### src/rtl/ring_meas_pkg.sv
// Shared FSM state type, counter-width and saturating-increment helpers for the
// ring oscillator frequency meter.
package ring_meas_pkg;

    typedef enum logic [1:0] {
        IDLE    = 2'd0,
        SETTLE  = 2'd1,
        MEASURE = 2'd2,
        DONE    = 2'd3
    } meas_state_e;

    localparam int GATE_CYCLES_DEFAULT   = 1024;
    localparam int SETTLE_CYCLES_DEFAULT = 16;
    localparam int CNT_W_DEFAULT         = 16;

    // Bits needed to hold 0..n-1; never narrower than one bit.
    function automatic int ctr_width(input int n);
        return (n <= 2) ? 1 : $clog2(n);
    endfunction

    function automatic logic [31:0] sat_inc(input logic [31:0] v, input logic [31:0] max_v);
        return (v >= max_v) ? max_v : v + 32'd1;
    endfunction

endpackage

### src/rtl/bit_sync.sv
// Two-flop synchroniser for a single asynchronous level, synchronously reset to 0.
module bit_sync (
    input  logic clk,
    input  logic rst,
    input  logic async_i,
    output logic sync_o
);

    logic meta_q;
    logic sync_q;

    always_ff @(posedge clk) begin
        if (rst) begin
            meta_q <= 1'b0;
            sync_q <= 1'b0;
        end else begin
            meta_q <= async_i;
            sync_q <= meta_q;
        end
    end

    assign sync_o = sync_q;

endmodule

### src/rtl/ring_freq_meter.sv
// Ring oscillator frequency meter: releases the ring, counts synchronised ack rising edges over a
// fixed clk gate window and hands the count out on a valid/ready port. Option: RING_FREQ_MINMAX_EN.
module ring_freq_meter
    import ring_meas_pkg::*;
#(
    parameter int GATE_CYCLES   = GATE_CYCLES_DEFAULT,
    parameter int SETTLE_CYCLES = SETTLE_CYCLES_DEFAULT,
    parameter int CNT_W         = CNT_W_DEFAULT
) (
    input  logic             clk,
    input  logic             rst,
    input  logic             start,
    input  logic             continuous,
    input  logic             ring_ack,
    output logic             ring_rst,
    output logic             busy,
    output logic [CNT_W-1:0] result,
    output logic             result_valid,
    input  logic             result_ready,
    output logic             dead
`ifdef RING_FREQ_MINMAX_EN
    ,
    output logic [CNT_W-1:0] cnt_min,
    output logic [CNT_W-1:0] cnt_max
`endif
);

    localparam int GATE_W   = ctr_width(GATE_CYCLES);
    localparam int SETTLE_W = ctr_width(SETTLE_CYCLES);
    localparam logic [GATE_W-1:0]   GATE_LAST   = GATE_W'(GATE_CYCLES - 1);
    localparam logic [SETTLE_W-1:0] SETTLE_LAST = SETTLE_W'(SETTLE_CYCLES - 1);
    localparam logic [31:0]         CNT_MAX     = 32'({CNT_W{1'b1}});

    meas_state_e         state_q, state_d;
    logic [SETTLE_W-1:0] settle_cnt_q, settle_cnt_d;
    logic [GATE_W-1:0]   gate_cnt_q, gate_cnt_d;
    logic [CNT_W-1:0]    edge_cnt_q, edge_cnt_d;
    logic [CNT_W-1:0]    result_q, result_d;
    logic                valid_q, valid_d;
    logic                dead_q, dead_d;
    logic                ring_rst_q, ring_rst_d;
    logic                busy_q, busy_d;

    logic                ack_sync;
    logic                ack_prev_q;
    logic                rise;
    logic [CNT_W-1:0]    edge_inc;
    logic                window_end;

    bit_sync u_ack_sync (
        .clk     (clk),
        .rst     (rst),
        .async_i (ring_ack),
        .sync_o  (ack_sync)
    );

    assign rise       = ack_sync & ~ack_prev_q;
    assign edge_inc   = rise ? CNT_W'(sat_inc(32'(edge_cnt_q), CNT_MAX)) : edge_cnt_q;
    assign window_end = (state_q == MEASURE) && (gate_cnt_q == GATE_LAST);

    always_ff @(posedge clk) begin
        if (rst) begin
            state_q      <= IDLE;
            settle_cnt_q <= '0;
            gate_cnt_q   <= '0;
            edge_cnt_q   <= '0;
            result_q     <= '0;
            valid_q      <= 1'b0;
            dead_q       <= 1'b0;
            ring_rst_q   <= 1'b1;
            busy_q       <= 1'b0;
            ack_prev_q   <= 1'b0;
        end else begin
            state_q      <= state_d;
            settle_cnt_q <= settle_cnt_d;
            gate_cnt_q   <= gate_cnt_d;
            edge_cnt_q   <= edge_cnt_d;
            result_q     <= result_d;
            valid_q      <= valid_d;
            dead_q       <= dead_d;
            ring_rst_q   <= ring_rst_d;
            busy_q       <= busy_d;
            ack_prev_q   <= ack_sync;
        end
    end

    // Edges seen while settling are discarded; the count restarts as the gate opens.
    always_comb begin
        state_d      = state_q;
        settle_cnt_d = settle_cnt_q;
        gate_cnt_d   = gate_cnt_q;
        edge_cnt_d   = edge_cnt_q;
        result_d     = result_q;
        valid_d      = valid_q;
        dead_d       = dead_q;

        case (state_q)
            IDLE: begin
                if (start) begin
                    state_d      = SETTLE;
                    settle_cnt_d = '0;
                end
            end
            SETTLE: begin
                if (settle_cnt_q == SETTLE_LAST) begin
                    state_d    = MEASURE;
                    gate_cnt_d = '0;
                    edge_cnt_d = '0;
                end else begin
                    settle_cnt_d = settle_cnt_q + SETTLE_W'(1);
                end
            end
            MEASURE: begin
                edge_cnt_d = edge_inc;
                if (gate_cnt_q == GATE_LAST) begin
                    state_d  = DONE;
                    result_d = edge_inc;
                    dead_d   = (edge_inc == '0);
                    valid_d  = 1'b1;
                end else begin
                    gate_cnt_d = gate_cnt_q + GATE_W'(1);
                end
            end
            DONE: begin
                if (valid_q && result_ready) begin
                    valid_d      = 1'b0;
                    settle_cnt_d = '0;
                    state_d      = continuous ? SETTLE : IDLE;
                end
            end
            default: state_d = IDLE;
        endcase

        ring_rst_d = (state_d == IDLE);
        busy_d     = (state_d != IDLE);
    end

    assign ring_rst     = ring_rst_q;
    assign busy         = busy_q;
    assign result       = result_q;
    assign result_valid = valid_q;
    assign dead         = dead_q;

`ifdef RING_FREQ_MINMAX_EN
    logic [CNT_W-1:0] cnt_min_q;
    logic [CNT_W-1:0] cnt_max_q;

    always_ff @(posedge clk) begin
        if (rst) begin
            cnt_min_q <= '1;
            cnt_max_q <= '0;
        end else if (window_end) begin
            if (edge_inc < cnt_min_q) cnt_min_q <= edge_inc;
            if (edge_inc > cnt_max_q) cnt_max_q <= edge_inc;
        end
    end

    assign cnt_min = cnt_min_q;
    assign cnt_max = cnt_max_q;
`else
    logic unused_window_end;
    assign unused_window_end = window_end;
`endif

endmodule
### config.mk
export PLATFORM = sky130hd
export DESIGN_NAME = ring_freq_meter
export DESIGN_NICKNAME = d
export VERILOG_FILES = /design/src/rtl/ring_meas_pkg.sv /design/src/rtl/bit_sync.sv /design/src/rtl/ring_freq_meter.sv
export SDC_FILE = /design/constraint.sdc
export NUM_CORES = 1
export LEC_CHECK = 0
export CORE_MARGIN = 2
export CORE_UTILIZATION = 56
export DETAILED_ROUTE_END_ITERATION = 10
export PLACE_DENSITY = 0.78
export SLEW_MARGIN = 0
export SYNTH_ARGS = -nofsm -noshare
export SYNTH_HDL_FRONTEND = slang
export SYNTH_SLANG_ARGS = --single-unit
### constraint.sdc
create_clock -name clk -period 5.7 [get_ports clk]
set_clock_uncertainty 0.1 [all_clocks]
set_input_delay 0.855 -clock clk [delete_from_list [all_inputs] [get_ports clk]]
set_output_delay 0.855 -clock clk [all_outputs]
set_load 0.01 [all_outputs]
Word-level counts from Yosys, hierarchy flattened
Index checks and enable logic that the tools add are counted.
{ "word_totals": {"in_bits": 6, "elab_cells": 62, "output_inout_bits": 20, "register_bits": 55} }
{ "op_classes": {"n_reduce_logical": 13, "bitwise": 2, "n_lt_le_gt_ge": 1, "add_sub_neg": 3, "eq_ne": 11, "muxes": 20} }
{ "op_table": {"columns": ["op", "count"], "rows": [
  ["$mux W16", 3],
  ["$pmux W16 S2", 1],
  ["$mux W10", 2],
  ["$pmux W10 S2", 1],
  ["$add A16 B1 Y16 const B", 1],
  ["$ge A16 B16 Y1 const B", 1],
  ["$logic_not A16 Y1", 1],
  ["$mux W4", 3],
  ["$pmux W4 S3", 1],
  ["$add A10 B1 Y10 const B", 1],
  ["$eq A10 B10 Y1 const B", 1],
  ["$ne A2 B2 Y1 const B", 5],
  ["$mux W2", 4],
  ["$pmux W2 S4", 1],
  ["$reduce_and A3 Y1", 2],
  ["$reduce_bool A2 Y1", 3],
  ["$add A4 B1 Y4 const B", 1],
  ["$eq A2 B2 Y1 const B", 2],
  ["$eq A4 B4 Y1 const B", 1],
  ["$logic_not A2 Y1", 2],
  ["$reduce_and A2 Y1", 2],
  ["$reduce_and A4 Y1", 1],
  ["$mux W1", 3],
  ["$reduce_bool A3 Y1", 1],
  ["other kinds (6)", 6]
]} }

Depth between registers and ports, before layout
Gate-level depths: netlist of the first run.
{ "depth": {"ltp_word": 4, "mapped_depth": 8, "mapped_depth_nobuf": 7} }

Modules after synthesis
Synthesis of the first run repeated with hierarchy kept, for this count alone.
{ "unflattened": {"cells_unflattened": 360, "area_unflattened_um2": 2981.6} }
{ "by_module_without_submodules": {"columns": ["module", "area_per_inst_um2", "seq_area_each_um2", "cells_each", "instances"], "rows": [
  ["ring_freq_meter", 2929.1, 1061.0, 356, 1],
  ["bit_sync", 52.6, 40.0, 4, 1]
]} }

Worst setup path after synthesis of the first run
No wires, ideal clock.
{ "synth_path": {"kind": "flip-flop to flip-flop", "from": "reg edge_cnt_q[0]", "to": "reg dead_q, in the netlist dead", "t_arrival_ns": 2.465, "n_path_buf": 0, "synth_period_minus_slack_ns": 2.650, "slack_ns": 3.050, "t_required_ns": 5.516, "setup_time_ns": 0.084, "path_stages_with_launch": 8, "path_cell_list": "dfxtp_1 > ha_1 > nand3_1 > nor4_1 > mux2i_1 > nand4_1 > or4_1 > o31ai_2"} }
{ "synth_between": {"elab_chain_len": 4, "elab_cells_between_ends": 5, "cone_classes": "1 x add/sub; 1 x order compare; 2 x mux; 1 x reduce/logical"} }
{ "synth_lines": {"columns": ["element", "line", "source"], "rows": [
  ["from (decl)", "ring_freq_meter.sv:37", "logic [CNT_W-1:0] edge_cnt_q, edge_cnt_d;"],
  ["from (signal assigned)", "ring_freq_meter.sv:77", "edge_cnt_q <= edge_cnt_d;"],
  ["$add A16 B1 Y16 or $ge A16 B16 Y1 (tied branches)", "ring_meas_pkg.sv:22", "return (v >= max_v) ? max_v : v + 32'd1;"],
  ["$mux W16", "ring_meas_pkg.sv:22", null],
  ["$mux W16 (*)", "ring_freq_meter.sv:58", "assign edge_inc = rise ? CNT_W'(sat_inc(32'(edge_cnt_q), CNT_MAX)) : edge_cnt_q;"],
  ["$logic_not A16 Y1 (*)", "ring_freq_meter.sv:118", "dead_d = (edge_inc == '0);"],
  ["to (signal assigned)", "ring_freq_meter.sv:69", "dead_q <= 1'b0;"],
  ["to (signal assigned)", "ring_freq_meter.sv:80", "dead_q <= dead_d;"],
  ["to (decl)", "ring_freq_meter.sv:40", "logic dead_q, dead_d;"]
]} }
Mark *: on every way between the ends. The rest lies on a longest branch, timed or not.
A chain may end at the register's enable or synchronous reset.

Worst setup path in the final report of the first run
Same ends and word-level chain as after synthesis.

==> results_tabular.tex, run 1 <==
\begin{tabular}{lr}
\hline
Metric & Value \\
\hline
\multicolumn{2}{l}{\textbf{Status}} \\
\quad Outcome & finished clean \\
\multicolumn{2}{l}{\textbf{Clocking}} \\
\quad Root buffer selected by CTS & sky130\_fd\_sc\_hd\_\_clkbuf\_8 \\
\quad Total of cells resized after clock tree synthesis & 0 \\
\quad Cts-stage hold buffer count & 0 \\
\quad CTS sink cnt & 55 \\
\quad Max Root-Sink Buffers & 2 \\
\quad Post-CTS setup buffer count & 0 \\
\quad H-tree Lvls & 2 \\
\quad CTS buffer count & 5 \\
\quad TritonCTS clock tree & yes \\
\quad Clock-pin slew on the worst setup and hold paths & 0.10 ns \\
\quad Clock latency on the worst-skew pair & 0.31 ns \\
\multicolumn{2}{l}{\textbf{Layout}} \\
\quad Total non-filler cell area in the finished layout & 3136 sq um \\
\quad Final net count & 371 \\
\quad Count of fill cells added during filler insertion & 423 \\
\quad Core occupancy in the finished layout & 65.95\% \\
\quad Antenna Cells & 0 \\
\quad Area growth from synthesis to layout & 12.73\% \\
\quad Fraction of final layout cells sized beyond drive strength 1 & 4.420\% \\
\multicolumn{2}{l}{\textbf{STA}} \\
\quad Fmax & 334.4 MHz \\
\quad Post-Route Hold Slack & 0.3591 ns \\
\quad Final Hold Vio Count & 0 \\
\quad Final setup fails & 0 \\
\quad Transition time at the pin with the least slew margin & 0.7966 ns \\
\quad Unrepaired setup endpoints after global routing & no \\
\quad Max-slew headroom at the worst pin & 46.78\% \\
\quad Final slew viol count & 0 \\
\quad Post-layout minimum cycle time & 2.991 ns \\
\quad Summed negative setup slack over all endpoints & 0 ns \\
\quad Part of the cycle the worst path needs & 52.47\% \\
\multicolumn{2}{l}{\textbf{Pwr}} \\
\quad Static Leakage & 1.024 nW \\
\quad Cell Pwr Density & 212.2 nW/um\^{}2 \\
\quad Final total power & 665.4 uW \\
\quad Worst IR Drop VDD & 0.1246 mV \\
\multicolumn{2}{l}{\textbf{Route}} \\
\quad Post-route antenna net violation count & 0 \\
\quad Via count & 2508 \\
\quad Vias/cell & 5.846 \\
\quad Drt initial violations & 222 \\
\quad Total routed wirelength & 6.312 mm \\
\quad Total iterations of the first detailed-routing run & 4 \\
\quad DRC errors left & 0 \\
\quad Routed wire length per instance & 14.71 microns \\
\multicolumn{2}{l}{\textbf{Critical path}} \\
\quad Critical Path AT & 3.12 ns \\
\quad Reg2reg path depth & 7 \\
\quad CP Max Fanout & 7 \\
\quad Minimum setup slack among reg-to-reg paths & 2.71 ns \\
\quad Element type at the critical path start & register \\
\quad Start point of the critical path & edge\_cnt\_q[0] \\
\quad Maximum single-stage delay on the critical path & 0.60 ns \\
\quad Critical R2R Launch & edge\_cnt\_q[0] \\
\quad CP max stage cell & sky130\_fd\_sc\_hd\_\_nor4\_1 \\
\quad Endpoint required time on the critical path & 5.83 ns \\
\quad Capture point of the worst path & dead \\
\quad Kind of capture point of the worst setup path & register \\
\quad Crit path kind & register to register \\
\quad Crit path cell chain & ha\_1, nand3\_1, nor4\_1, mux2i\_1, nand4\_1, or4\_1, o31ai\_2 \\
\quad Capturing point of the worst reg2reg path & dead \\
\multicolumn{2}{l}{\textbf{Logic synthesis}} \\
\quad Post-synthesis average cell area & 7.902 sq um \\
\quad EDFF count, synth & 0 \\
\quad Sequential area share after synthesis & 39.59\% \\
\quad Cell types with the largest area share after synthesis & sky130\_fd\_sc\_hd\_\_dfxtp\_1, sky130\_fd\_sc\_hd\_\_nor2\_1, sky130\_fd\_sc\_hd\_\_a21oi\_1, sky130\_fd\_sc\_hd\_\_nand2\_1, sky130\_fd\_sc\_hd\_\_nand3\_1 \\
\quad Gate Count Post-Synth & 352 \\
\quad Top cells by count, synth & sky130\_fd\_sc\_hd\_\_dfxtp\_1, sky130\_fd\_sc\_hd\_\_nor2\_1, sky130\_fd\_sc\_hd\_\_nand2\_1 \\
\quad Dominant cell type by area after synthesis & sky130\_fd\_sc\_hd\_\_dfxtp\_1 \\
\quad Area share of the leading cell type in the synthesized netlist & 39.59\% \\
\quad Unique cell type count in the Yosys netlist & 49 \\
\quad Yosys warns & 0 \\
\quad Post-synthesis async set-or-reset flop share & 0\% \\
\quad Dominant synthesized flop cell & sky130\_fd\_sc\_hd\_\_dfxtp\_1 \\
\quad Number of synthesized register bits & 55 \\
\quad Cell Area, Synth & 2781 sq um \\
\quad Syn Nets & 361 \\
\multicolumn{2}{l}{\textbf{Floorplan}} \\
\quad Core ar. & 4755 sq um \\
\quad Site row count & 25 \\
\quad Die height & 74.48 microns \\
\quad Die outline area & 5547 sq um \\
\quad Die Span X & 74.48 microns \\
\quad Initial Util & 58.50\% \\
\quad \# IOs & 26 \\
\multicolumn{2}{l}{\textbf{GRT}} \\
\quad Remaining global-route overflow & 0 \\
\quad Overall global routing resource usage & 24.87\% \\
\quad Largest net degree at the start of global routing & 45 \\
\quad Wire length of the first global-routing pass & 10.70 mm \\
\quad Initial antenna violation count & 0 \\
\quad Via count of the first global-routing pass & 2249 \\
\multicolumn{2}{l}{\textbf{Run}} \\
\quad Max-capacitance violation count & 0 \\
\multicolumn{2}{l}{\textbf{Place}} \\
\quad DP HPWL & 4.323 mm \\
\quad RD Place Congestion & 0.9461 \\
\quad DP Area & 3033 sq um \\
\quad Number of port buffers & 25 \\
\multicolumn{2}{l}{\textbf{Worst hold path}} \\
\quad Kind of path behind the tightest hold check & register to register \\
\hline
\end{tabular}
-- worst max-delay path: cells and delay by family, from the launching register on --
kind	cells	cell delay, ns
fa+ha+maj	1	0.32
compound gates	1	0.17
flops	1	0.46
mux	1	0.35
simple gates	4	1.51
-- state kept, by name (all words and copies together), names as in the netlist --
| signal | flops |
|---|---|
| edge_cnt_q | 16 |
| result | 16 |
| gate_cnt_q | 10 |
| settle_cnt_q | 4 |
| state_q | 2 |
| ack_prev_q | 1 |
| busy | 1 |
| dead | 1 |
| result_valid | 1 |
| ring_rst | 1 |
| u_ack_sync.meta_q | 1 |
| u_ack_sync.sync_o | 1 |
-- per-layer routing --
metal  wire length [microns]  up-vias  global-route usage, %  part of all wire (%)
met2                    3034       60                  41.10                    48
met5                       0        -                      0                     0
met3                     325        6                  5.149                   5.1
met4                      63        0                  7.143                   1.0
met1                    2889     1169                  32.97                    46
li1                        -     1273                      -                     -
-- area by class of cell --
cell class / instances / area, sq um / area share [%]
inverters: 8 / 30.03 / 0.9577
flip-flops and latches: 55 / 1101 / 35.12
multi-input cells: 264 / 1545 / 49.28
well taps: 67 / 83.83 / 2.674
repair buffers: 28 / 272.8 / 8.699
clock buffers: 6 / 72.57 / 2.314
clock inverters: 1 / 30.03 / 0.9577
-- worst min-delay path by stage --
stage	from	end	cells after the start
final	result[15]	result[15]	2
after global routing	result[8]	result[8]	2
after CTS	result[15]	result[15]	2
after detailed placement	result[15]	result[15]	2
after global placement	result[8]	result[8]	2
after floorplan	u_ack_sync.meta_q	u_ack_sync.sync_o	1
-- placed cells by master (no fill, tap or decap), drive strengths merged, types with 4 or more instances in the layout --
| cell type | netlist | final |
|---|---|---|
| a311oi | 4 | 4 |
| nand2 | 30 | 30 |
| clkdlybuf4s50 | 0 | 25 |
| mux2i | 5 | 5 |
| or4 | 4 | 4 |
| nor2b | 6 | 6 |
| inv | 8 | 8 |
| nor3 | 16 | 16 |
| a21oi | 28 | 28 |
| nand4 | 8 | 8 |
| nand2b | 6 | 6 |
| clkbuf | 21 | 6 |
| xnor2 | 8 | 8 |
| o21ai | 10 | 10 |
| a31oi | 8 | 8 |
| nand3 | 18 | 18 |
| dfxtp | 55 | 55 |
| or3 | 7 | 7 |
| nor2 | 55 | 55 |
| nor4 | 6 | 6 |
| xor2 | 6 | 6 |
-- report_power, final --
part	leakage (nW)	internal, mW	total, mW	switching, mW
clock	0.0513	0.129	0.252	0.123
sequential	0.444	0.387	0.389	0.00256
combinational	0.528	0.0102	0.0235	0.0132
total	1.02	0.526	0.665	0.139
-- logic make-up (layout without fill, tap and decap cells) --
kind of cell,count (synthesis),after routing,synth area share (%)
XOR/XNOR,14,14,4.409
flip-flops,55,55,39.59
AND/OR/NAND/NOR,166,166,29.51
multiplexers,6,6,2.204
adder cells (fa/ha/maj),3,3,1.350
buffers and inverters,33,43,5.083
AO/OA/AOI/OAI,75,75,17.86
-- per-stage QoR --
step,cells,setup slack [ns]
after floorplan,352,3.050
after global placement,422,2.864
after detailed placement,422,2.760
after CTS,429,2.720
after global routing,429,2.498
final,429,2.709
No activity file was read; power rests on OpenSTA's default activity.
==> run 2: changes to the inputs <==
- CORE_UTILIZATION: 56 -> 51
- PLACE_DENSITY: 0.78 -> 0.75
- clock period: 5.7 -> 2.63 ns (I/O delays scaled with it)
==> results_tabular.tex, run 2 (synthesized netlist as in run 1, its figures left out) <==
\begin{tabular}{lr}
\hline
Metric & Value \\
\hline
\multicolumn{2}{l}{\textbf{Status}} \\
\quad Outcome & finished clean \\
\multicolumn{2}{l}{\textbf{Clocking}} \\
\quad TritonCTS clock tree & yes \\
\quad Root buffer selected by CTS & sky130\_fd\_sc\_hd\_\_clkbuf\_8 \\
\quad Clock-pin slew on the worst setup and hold paths & 0.10 ns \\
\quad Max Root-Sink Buffers & 2 \\
\quad H-tree Lvls & 2 \\
\quad Clock latency on the worst-skew pair & 0.31 ns \\
\quad CTS buffer count & 5 \\
\quad CTS sink cnt & 55 \\
\multicolumn{2}{l}{\textbf{Layout}} \\
\quad Area growth from synthesis to layout & 19.12\% \\
\quad Fraction of final layout cells sized beyond drive strength 1 & 10.44\% \\
\quad Commonest non-fill, non-tap cells in the layout & sky130\_fd\_sc\_hd\_\_nor2\_1, sky130\_fd\_sc\_hd\_\_dfxtp\_1, sky130\_fd\_sc\_hd\_\_nand2\_1, sky130\_fd\_sc\_hd\_\_a21oi\_1, sky130\_fd\_sc\_hd\_\_clkdlybuf4s50\_1 \\
\quad Multi-input logic area & 1572 sq um \\
\quad Final net count & 391 \\
\quad Core occupancy in the finished layout & 64.05\% \\
\quad Sequential cell area in the final layout & 1101 sq um \\
\quad Antenna Cells & 0 \\
\quad Count of fill cells added during filler insertion & 427 \\
\multicolumn{2}{l}{\textbf{Route}} \\
\quad Via count & 2707 \\
\quad Total iterations of the first detailed-routing run & 5 \\
\quad Vias/cell & 5.976 \\
\quad DRC errors left & 0 \\
\quad Drt initial violations & 245 \\
\quad Total routed wirelength & 6.980 mm \\
\quad Routed wire length per instance & 15.41 microns \\
\quad Post-route antenna net violation count & 0 \\
\multicolumn{2}{l}{\textbf{GRT}} \\
\quad Wire length of the first global-routing pass & 11.57 mm \\
\quad Via count of the first global-routing pass & 2457 \\
\quad Remaining global-route overflow & 0 \\
\quad Overall global routing resource usage & 23.79\% \\
\quad Initial antenna violation count & 0 \\
\quad Largest net degree at the start of global routing & 44 \\
\multicolumn{2}{l}{\textbf{Critical path}} \\
\quad Critical Path AT & 2.73 ns \\
\quad Element type at the critical path start & register \\
\quad Critical R2R Launch & edge\_cnt\_q[1] \\
\quad CP Max Fanout & 6 \\
\quad Endpoint required time on the critical path & 2.77 ns \\
\quad Reg2reg path depth & 7 \\
\quad Capturing point of the worst reg2reg path & dead \\
\quad Kind of capture point of the worst setup path & register \\
\quad Minimum setup slack among reg-to-reg paths & 0.04 ns \\
\quad Crit path kind & register to register \\
\multicolumn{2}{l}{\textbf{Pwr}} \\
\quad Cell Pwr Density & 425.3 nW/um\^{}2 \\
\quad Static Leakage & 1.138 nW \\
\quad Final total power & 1.409 mW \\
\quad Worst IR Drop VDD & 0.2835 mV \\
\multicolumn{2}{l}{\textbf{STA}} \\
\quad Post-layout minimum cycle time & 2.589 ns \\
\quad Summed negative setup slack over all endpoints & 0 ns \\
\quad Fmax & 386.2 MHz \\
\quad Final Hold Vio Count & 0 \\
\quad Transition time at the pin with the least slew margin & 0.5861 ns \\
\quad Post-route worst setup slack & 0.04094 ns \\
\quad Final setup fails & 0 \\
\quad Max-slew headroom at the worst pin & 60.60\% \\
\quad Final slew viol count & 0 \\
\quad Part of the cycle the worst path needs & 98.44\% \\
\multicolumn{2}{l}{\textbf{Worst hold path}} \\
\quad Worst hold path startpoint & result[13] \\
\quad Hold EP & result[13] \\
\quad Kind of path behind the tightest hold check & register to register \\
\quad Number of cells traversed by the worst hold path & 2 \\
\multicolumn{2}{l}{\textbf{Place}} \\
\quad Number of port buffers & 25 \\
\quad DP HPWL & 4.814 mm \\
\quad Place WS & 0.1053 ns \\
\quad RD Place Congestion & 0.9914 \\
\multicolumn{2}{l}{\textbf{Floorplan}} \\
\quad Core ar. & 5172 sq um \\
\quad Site row count & 26 \\
\quad Initial Util & 53.77\% \\
\quad Die Span X & 77.85 microns \\
\quad Die height & 77.85 microns \\
\quad Die outline area & 6061 sq um \\
\quad \# IOs & 26 \\
\multicolumn{2}{l}{\textbf{Run}} \\
\quad Max-capacitance violation count & 0 \\
\hline
\end{tabular}
## run 2: changes by cell type in the layout (fill, tap and decap cells not counted)
cell	delta
sky130_fd_sc_hd__bufinv_16	-1
sky130_fd_sc_hd__buf_4	+20
sky130_fd_sc_hd__nor4_1	-2
sky130_fd_sc_hd__nand3_2	+1
sky130_fd_sc_hd__nor4_2	+1
sky130_fd_sc_hd__nor4_4	+1
sky130_fd_sc_hd__clkbuf_8	+2
sky130_fd_sc_hd__nand3_1	-1
## run 2: area by class of cell
type                    count  area share, %
clock buffers               8          3.021
flip-flops and latches     55          33.23
multi-input cells         264          47.43
inverters                   8         0.9063
repair buffers             48          12.76
well taps                  70          2.644
## run 2: how the worst max path moves through the flow
stage,cells after the start,start,endpoint,slack [ns]
2_1_floorplan,7,edge_cnt_q[0],dead,0.10
3_3_place_gp,7,edge_cnt_q[1],dead,0.22
3_5_place_dp,7,edge_cnt_q[1],dead,0.11
4_1_cts,7,edge_cnt_q[1],dead,0.07
6_report,7,edge_cnt_q[1],dead,0.04
5_1_grt,7,edge_cnt_q[1],dead,-0.04
## run 2: per-stage QoR
| stage | cells | cell area (sq um) | hold WS [ns] |
|---|---|---|---|
| after floorplan | 352 | 2788 | 0.3138 |
| after global placement | 444 | 3186 | 0.3427 |
| after detailed placement | 444 | 3186 | 0.3400 |
| after CTS | 452 | 3286 | 0.3652 |
| after global routing | 453 | 3313 | 0.3826 |
| final | 453 | 3313 | 0.3656 |
## run 2: critical path: stages, from the launching register on
cell and delay (ns):
sky130_fd_sc_hd__dfxtp_1 0.40, sky130_fd_sc_hd__ha_1 0.23, sky130_fd_sc_hd__nand3_2 0.19, sky130_fd_sc_hd__nor4_1 0.44
sky130_fd_sc_hd__mux2i_1 0.31, sky130_fd_sc_hd__nand4_1 0.11, sky130_fd_sc_hd__or4_1 0.56, sky130_fd_sc_hd__o31ai_2 0.18
## run 2: repair_timing
| action | CTS | global route |
|---|---|---|
| hold buffers | 0 | 0 |
| setup endpoints to repair | 0 | 1 |
| setup buffers | 0 | 1 |
| resized for setup | 0 | 3 |
## run 2: where the power goes
| part | leakage, nW | total, mW | switching [mW] | internal (mW) |
|---|---|---|---|---|
| Clock | 0.0515 | 0.510 | 0.269 | 0.241 |
| Combinational | 0.642 | 0.0544 | 0.0307 | 0.0237 |
| Sequential | 0.444 | 0.844 | 0.00585 | 0.839 |
## run 2: routing by layer
layer  share of wire [%]  vias up  wire length (microns)  global-route usage [%]
li1                    -     1319                      -                       -
met1                  44     1262                   3102                   31.71
met2                  46      110                   3239                   36.90
met3                 7.2       16                    501                   6.163
met4                 1.9        0                    136                   8.929
met5                   0        -                      0                       0
==> edit (config.mk and constraints of run 2) <==
Add a define of `RING_FREQ_MINMAX_EN`.
--- a/src/rtl/ring_freq_meter.sv
+++ b/src/rtl/ring_freq_meter.sv
@@ -1,5 +1,7 @@
 // Ring oscillator frequency meter: releases the ring, counts synchronised ack rising edges over a
 // fixed clk gate window and hands the count out on a valid/ready port. Option: RING_FREQ_MINMAX_EN.
+`define RING_FREQ_MINMAX_EN
+
 module ring_freq_meter
     import ring_meas_pkg::*;
 #(
Behaviour (old outputs only; new: cnt_max and cnt_min): unchanged (equiv_simple and equiv_induct, registers matched by name and starting in step).
==> edit against run 2 <==
  * The flow now finishes with violations (setup timing)
  * First-iteration DRC count increased by 40%
  * Area after synthesis is 77% higher
  * Final cell count grew 90%
  * Cell area is 110% higher
  * Count of clock-buffer cells in the layout up 1
  * Largest power group unchanged
  * Sequential cell count grew 32
  * Critical path type unchanged
  * Wire length is 120% higher
  * Worst setup slack lost 0.73 ns
  * Worst hold slack got worse by 0.015 ns
  * Total power increased by 74%
  * Global-route usage increased by 5.4 points
==> edit: results <==
metrics = {
    "status": {
        "result_of_the_run": "finished, violations left",
        "failed_checks": "setup timing",
    },
    "logic_synthesis": {
        "synth.area.top_cells": "dfxtp_1 (35%), ha_1 (9.7%), nand2_1 (6.6%)",
        "ys_seq_area_share_pct": 35.4,
        "synth_commonest_cells": "dfxtp_1 (87), nand2_1 (87), nor2_1 (70)",
        "yosys_most_used_dff": "dfxtp_1",
        "yosysUniqueCellTypes": 63,
        "syn_nets": 628,
        "yosysWarnings": 0,
    },
    "setup_path": {
        "cp-start-kind": "register",
        "reg2regPathDepth": 14,
        "cp_slowest_stage_delay_ns": 0.39,
        "critical_path.top_delay_family": "simple AND/OR/NAND/NOR gates",
        "cp.arrival_ns": 3.47,
        "cp_slowest_cell": "dfxtp_4",
        "worst_path_max_fanout": 5,
        "endpoint": "cnt_max[11]",
    },
    "clock_tree": {
        "cts_buffers": 9,
        "worst_skew_pair.late_latency_ns": 0.37,
        "cts-root-to-sink-buffers": 2,
        "cts.htree.levels": 3,
        "clock-root-buffer": "clkbuf_8",
    },
    "global_routing": {
        "antenna_found_initial": 0,
        "grt_usage_pct": 29.2,
        "largest_net_degree_at_the_start_of_global_routing": 43,
        "first_pass_grt_wire_length_um": 23400,
        "grt_util_met1_pct": 38.8,
        "grt_util_met3_pct": 6.57,
        "gr-usage-met2_pct": 47.1,
        "grt_pass1_vias": 4615,
    },
    "sta": {
        "fin_worst_hold_slack_ns": 0.351,
        "tns_ns": -19.74,
        "remaining_max_slew_budget_at_the_tightest_pin_pct": 71.8,
        "timing.final.ws_setup_ns": -0.685,
        "timing.final.setup_violations": 32,
    },
    "power": {
        "seq_power_share_pct": 54.4,
        "share_comb_of_total_power_pct": 7.7,
        "total_power_mw": 2.45,
        "switching_power_mw": 0.684,
        "power.static_leakage_nw": 3.19,
        "peakVddDrop_mv": 0.270,
    },
    "detailed_routing": {
        "detail_route.iter0.violations": 344,
        "firstDrtPassIters": 6,
        "finalWirelength_um": 15200,
        "m1WireLength_um": 6210,
        "top_signal_layer_used": "met4",
        "route.met3.wl_um": 1310,
        "num_vias": 4865,
        "wl_met2_um": 7160,
    },
    "layout": {
        "fillers": 656,
        "finalNetCount": 771,
        "synthToLayoutAreaGrowth_pct": 39.2,
        "drive_above_1_share_pct": 26.4,
    },
    "min_path": {
        "worst_hold_startpoint": "u_ack_sync.meta_q",
        "min_path_cells": 1,
        "whs_endpoint": "u_ack_sync.sync_o",
    },
    "place": {
        "io_buffer_count": 57,
        "placedInstanceArea_um2": 6310,
        "gp_congestion": 0.951,
        "dp_hpwl_um": 10600,
    },
}
[edit: logic make-up after synthesis]
family                   after synthesis  synth area share [%]
AND/OR/NAND/NOR                      242                  24.0
flip-flops                            87                  35.4
AO/OA/AOI/OAI                         86                  12.2
buffers and inverters                 75                  7.90
adder cells (fa/ha/maj)               38                  9.65
multiplexers                          34                  7.04
XOR/XNOR                              22                  3.91
[edit: cell type report]
cell class                 count  area share (%)
timing repair buffer         166            22.0
multi-input combinational    422            44.8
clock inverter                 7           0.912
clock buffer                   9            1.81
sequential                    87            25.9
inverter                      41            2.24
tap                          129            2.35
[edit: repair_timing]
action                     4_1_cts  5_1_grt
resized for setup               20       37
pin swaps                        6        7
setup buffers                    7        5
setup endpoints to repair       32       32
hold endpoints to repair         0        0
gates cloned                     1        0
[edit: metrics by stage]
stage | setup slack [ns] | cells
CTS | -0.599 | 856
global route | -0.798 | 861
floorplan | -0.498 | 584
detailed placement | -0.690 | 832
finish | -0.685 | 861
global placement | -0.521 | 832
